--- src/rtl/ct_spsram_1024x64_ctrl.sv ---
// Single-port IFU SRAM access controller: clears the array after reset, then
// round-robin arbitrates one read and one write requester onto the SRAM pins.
//
// state   | meaning
// --------+-----------------------------------------------------------
// ST_INIT | clear sweep, one zero write per cycle at address r_cnt
// ST_RUN  | normal operation, read/write requesters arbitrated
module ct_spsram_1024x64_ctrl #(
   parameter int ADDR_WIDTH = 10,
   parameter int DATA_WIDTH = 64
) (
   input  logic                  CLK,
   input  logic                  RST,
   input  logic                  rd_req,
   input  logic [ADDR_WIDTH-1:0] rd_addr,
   output logic                  rd_gnt,
   output logic                  rd_vld,
   output logic [DATA_WIDTH-1:0] rd_data,
   input  logic                  wr_req,
   input  logic [ADDR_WIDTH-1:0] wr_addr,
   input  logic [DATA_WIDTH-1:0] wr_data,
   input  logic [DATA_WIDTH-1:0] wr_bmask,
   output logic                  wr_gnt,
   output logic                  init_busy,
   output logic [ADDR_WIDTH-1:0] sram_A,
   output logic                  sram_CEN,
   output logic                  sram_GWEN,
   output logic [DATA_WIDTH-1:0] sram_WEN,
   output logic [DATA_WIDTH-1:0] sram_D,
   input  logic [DATA_WIDTH-1:0] sram_Q
);

   typedef enum logic {ST_INIT, ST_RUN} state_t;

   localparam logic [ADDR_WIDTH-1:0] LP_LAST = '1;
   localparam logic                  RR_RD   = 1'b0;
   localparam logic                  RR_WR   = 1'b1;

   state_t                  r_state;
   logic [ADDR_WIDTH-1:0]   r_cnt;
   logic                    r_rr;
   logic                    r_rd_vld;

   logic                    w_run;
   logic                    w_init;
   logic                    w_rd_gnt;
   logic                    w_wr_gnt;
   logic [ADDR_WIDTH-1:0]   w_a;
   logic                    w_cen;
   logic                    w_gwen;
   logic [DATA_WIDTH-1:0]   w_wen;
   logic [DATA_WIDTH-1:0]   w_d;

   // RST masks everything combinationally so a grant in the reset cycle never reaches the pins.
   always_comb begin
      w_run    = !RST && (r_state == ST_RUN);
      w_init   = !RST && (r_state == ST_INIT);
      w_rd_gnt = w_run && rd_req && (!wr_req || (r_rr == RR_RD));
      w_wr_gnt = w_run && wr_req && (!rd_req || (r_rr == RR_WR));
      w_a      = '0;
      w_cen    = 1'b1;
      w_gwen   = 1'b1;
      w_wen    = '1;
      w_d      = '0;
      if (w_init) begin
         w_a    = r_cnt;
         w_cen  = 1'b0;
         w_gwen = 1'b0;
         w_wen  = '0;
      end else if (w_rd_gnt) begin
         w_a   = rd_addr;
         w_cen = 1'b0;
      end else if (w_wr_gnt) begin
         w_a   = wr_addr;
         w_d   = wr_data;
         w_wen = ~wr_bmask;
         if (wr_bmask != '0) begin
            w_cen  = 1'b0;
            w_gwen = 1'b0;
         end
      end
   end

   always_ff @(posedge CLK) begin
      if (RST) begin
         r_state  <= ST_INIT;
         r_cnt    <= '0;
         r_rr     <= RR_RD;
         r_rd_vld <= 1'b0;
      end else begin
         r_rd_vld <= w_rd_gnt;
         case (r_state)
            ST_INIT: begin
               r_cnt <= r_cnt + 1'b1;
               if (r_cnt == LP_LAST)
                  r_state <= ST_RUN;
            end
            ST_RUN: begin
               if (w_rd_gnt)
                  r_rr <= RR_WR;
               else if (w_wr_gnt)
                  r_rr <= RR_RD;
            end
            default: r_state <= ST_INIT;
         endcase
      end
   end

   assign rd_gnt    = w_rd_gnt;
   assign wr_gnt    = w_wr_gnt;
   assign rd_vld    = r_rd_vld && !RST;
   assign rd_data   = sram_Q;
   assign init_busy = RST || (r_state == ST_INIT);
   assign sram_A    = w_a;
   assign sram_CEN  = w_cen;
   assign sram_GWEN = w_gwen;
   assign sram_WEN  = w_wen;
   assign sram_D    = w_d;

endmodule

--- config.mk ---
export PLATFORM = sky130hd
export DESIGN_NAME = ct_spsram_1024x64_ctrl
export DESIGN_NICKNAME = d
export VERILOG_FILES = /design/src/rtl/ct_spsram_1024x64_ctrl.sv
export SDC_FILE = /design/constraint.sdc
export NUM_CORES = 1
export LEC_CHECK = 0
export BUFFER_PORTS_ARGS = -buffer_cell sky130_fd_sc_hd__buf_2
export CAP_MARGIN = 0
export CORE_AREA = 3 3 165 167
export DETAILED_ROUTE_END_ITERATION = 10
export DIE_AREA = 0 0 168 170
export PLACE_DENSITY = 0.4
export SLEW_MARGIN = 20
export SYNTH_ARGS = -nofsm -noshare
export SYNTH_HDL_FRONTEND = slang
export SYNTH_SLANG_ARGS = --single-unit
--- constraint.sdc ---
create_clock -name CLK -period 1.85 [get_ports CLK]
set_input_delay 0.2775 -clock CLK [delete_from_list [all_inputs] [get_ports CLK]]
set_output_delay 0.2775 -clock CLK [all_outputs]
set_load 0.005 [all_outputs]
==> summary.md <==
| Metric | Value |
|---|---|
| Status | finished with violations |
| Failing checks | setup timing |
| Die width | about 170 µm |
| Slowest CP cell | or4_4 |
| Clock Power Share | 0.341 |
| DP Cell Count | 896 |
| Internal power | 835.3 µW |
| Critical Path AT | approximately 2.0 ns |
| Clk_lat worst skew | approximately 0.24 ns |
| Ys async rst share | 0 |
| DRT Pass-1 Iters | 8 |
| Slew headroom | 0.7561 |
| Area occupied by multi-input gates | between 0.0015 and 0.002 mm² |
| Remaining Overflow, GRT | 0 |
| Yosys reg bits | 13 |
| Gpl congestion | 0.7665 |
| Initial antenna violation count | 0 |
| GR Util All Layers | 0.09016 |
| N_diodes | 0 |
| Sequential fraction of the synthesis area | 0.1193 |
| R2R Path Start | r_cnt[0]$_SDFFE_PP0N_ |
| Count of final setup violators | between 60 and 70 |
| Pin count of the biggest net entering global routing | 40 |
| Vert. Die Dim | between 150 and 200 µm |
| Max cap viols | 0 |
| Post-synth cell types | 29 |
| Worst hold stages | 2 |
| Area grow syn2layout | 136.5% |
| Commonest non-fill, non-tap cell in the layout | buf_2 |
| Power Total | 1203 µW |
| Via/cell ratio | ~3.7 |
| Worst Path Buf+Inv | 3 |
| Fraction of layout instances using a drive strength above 1 | 0.8061 |
| Fill cells | about 2900 |
| HPWL after DPL | around 11000 µm |
| Syn Inst Count | 324 |
| FF-to-FF End | r_cnt[6]$_SDFFE_PP0N_ |
| Hold_sp | rd_req |
| Io pins | roughly 420 |
| CTS Buf Count | 3 |
| Crit. path cell count | 7 |
| Flop pwr share | 0.245 |
| Synth Flop Type | dfxtp_1 |
| Most frequent cells in the layout | 236 x buf_2, 64 x buf_6, 56 x and2_4 |
| Via count | 3386 |
| DR DRC count | 0 |
| Clock slew seen by the registers of the worst setup and hold paths | 0.05 ns |
| I/O Buffers | 295 |
| Top Family by Delay on Critical Path | simple AND/OR/NAND/NOR gates |
| Htree depth | 1 |
| Post-Route WL | 16310 µm |
| Largest fanout on the critical path | 2 |
| Synth top area cells | buf_4 23%, and2_1 18%, a21oi_1 15%, dfxtp_1 12%, a222oi_1 4.6% |
| RSZ-0062 raised after global routing | yes |
| Final Hold Fails | 0 |
| Synth top area share | 0.2271 |
| Achievable frequency | 443.8 MHz |
| Setup slack, reg-to-reg | about 0.32 ns |
| Leakage power total | roughly 0.0025 µW |
| Min cycle time layout | 2.253 ns |
| Core box area | roughly 0.026 mm² |
| Pwr per Cell Area | around 230 mW/mm² |
| Reg area | 262.8 µm² |
| Hold path endpoint | r_rd_vld$_SDFF_PP0_ |
| Site Rows | between 50 and 60 |
| Antenna Violating Nets Remaining | 0 |
| YS warnings | 0 |
| Clock skew | 0.001471 ns |
| CP Capture Type | output pin |
| Die ar. | around 0.029 mm² |
| Logic pwr share | 0.414 |
| Vias in the first global route | approximately 3300 |
| Final Util | 0.1992 |
| Nets@finish | 806 |
| Maximum clock path buffer count | 2 |
| Syn avg cell area | roughly 6.7 µm² |
| CTS tree | yes |
| Worst path max stage delay | 0.61 ns |
| EDFF count, synth | 0 |
| Placement Setup Slack | -0.7524 ns |
| CP Cell Sequence | buf_6 > nor4_2 > buf_4 > nand4_1 > or4_4 > a211oi_2 > buf_2 |
| Clock Sink Count | 13 |
| Worst Tran Pin Value | roughly 0.36 ns |
| Worst Path Required | 1.57 ns |
| Maximum VDD drop | a little under 200 µV |
| Syn_nets | ~540 |
| Largest area contributor in the netlist | buf_4 |
| Post-synthesis instance area | ~0.0022 mm² |
| Net Sw Power | around 370 µW |
| Setup TNS | -4.500 ns |
| Fin cells | 923 |
| Startpoint types | input port |
| Initial core utilization | 0.08421 |
| Period utilization | 1.218 |
| Initial drt markers | 118 |
| Cts hold-fix bufs | 0 |
| Slew Limit Fails | 0 |
| Root cell of the clock tree | clkbuf_16 |
| Switching share of total power | 0.3055 |
| Setup WS post-layout | -0.4032 ns |
| Hold Crit Class | in2reg |
| WL per Instance | 17.67 µm |
| First-pass GRT wire length | about 20000 µm |
| Worst Reg2Reg Path Length in Cells | 5 |
| Critical path class | in2out |
==> state kept, by name, indices dropped and copies added (netlist names) <==
name and flops:
r_rd_vld 1, r_cnt 10, r_rr 1, r_state 1
==> routing by layer <==
metal	share of wire	wire [µm]	track usage
met4	0.020	333	0.02526
met5	0	0	0
met1	0.42	6852	0.1180
met2	0.47	7727	0.1424
met3	0.086	1397	0.02950
==> through the flow <==
| step | instance area, µm² | hold WS [ns] |
|---|---|---|
| finish | 5161 | 0.3431 |
| global route | 5161 | 0.3709 |
| CTS | 4626 | 0.3387 |
| detailed placement | 3787 | 0.5083 |
| global placement | 3787 | 0.5069 |
| floorplan | 2182 | 0.3466 |
==> cell type report <==
| class | count | share of cell area |
|---|---|---|
| clock buffers | 4 | 0.01527 |
| inverters | 12 | 0.008727 |
| multi-input cells | 207 | 0.3348 |
| flip-flops and latches | 13 | 0.05091 |
| well taps | 335 | 0.08121 |
| repair buffers | 352 | 0.5091 |
==> cells by family after synthesis <==
kind of cell    share of synthesized area
simple gates                       0.3274
mux                              0.004587
fa+ha+maj                        0.005733
compound gates                     0.2116
xor+xnor                          0.03211
buf+inv                            0.2993
flops                              0.1193
==> power by group through the flow <==
stage | Sequential [µW] | Combinational (µW) | Clock (µW)
2_1_floorplan | 297 | 210 | 0
3_3_place_gp | 300 | 415 | 0
3_5_place_dp | 300 | 413 | 0
4_1_cts | 294 | 441 | 423
5_1_grt | 295 | 539 | 432
6_report | 295 | 498 | 411
==> worst reg2reg max path, stage by stage, from the launching register on <==
cell and delay (ns):
dfxtp_1 0.39, ha_1 0.18, nor2b_1 0.24, nand3_1 0.18
or3_1 0.34, a21oi_1 0.13
==> synth_stat cells, drive strengths merged, types with 3 or more instances <==
cell type,number
buf,76
a21oi,67
and2,64
clkbuf,16
nor4,16
dfxtp,13
inv,12
nor2,11
a222oi,10
nand4,5
xor2,5
and3,4
nand3,4
and4,3
nand2,3
nor2b,3
xnor2,3
==> repair_timing <==
item / CTS / global route
gates cloned: 7 / 5
gates resized for setup: 105 / 122
pin swaps: 55 / 72
setup buffers: 13 / 7
setup endpoints to repair: 60 / 138
==> worst max-delay path by stage <==
stage	startpoint	endpoint	slack, ns
floorplan	wr_bmask[54]	sram_CEN	0.16
global placement	wr_bmask[46]	sram_CEN	-0.75
detailed placement	wr_bmask[45]	sram_CEN	-0.75
CTS	wr_bmask[40]	sram_CEN	-0.42
global route	wr_bmask[44]	sram_CEN	-0.46
finish	wr_bmask[35]	sram_CEN	-0.40
Note: power is estimated with default switching activity, not from simulation.
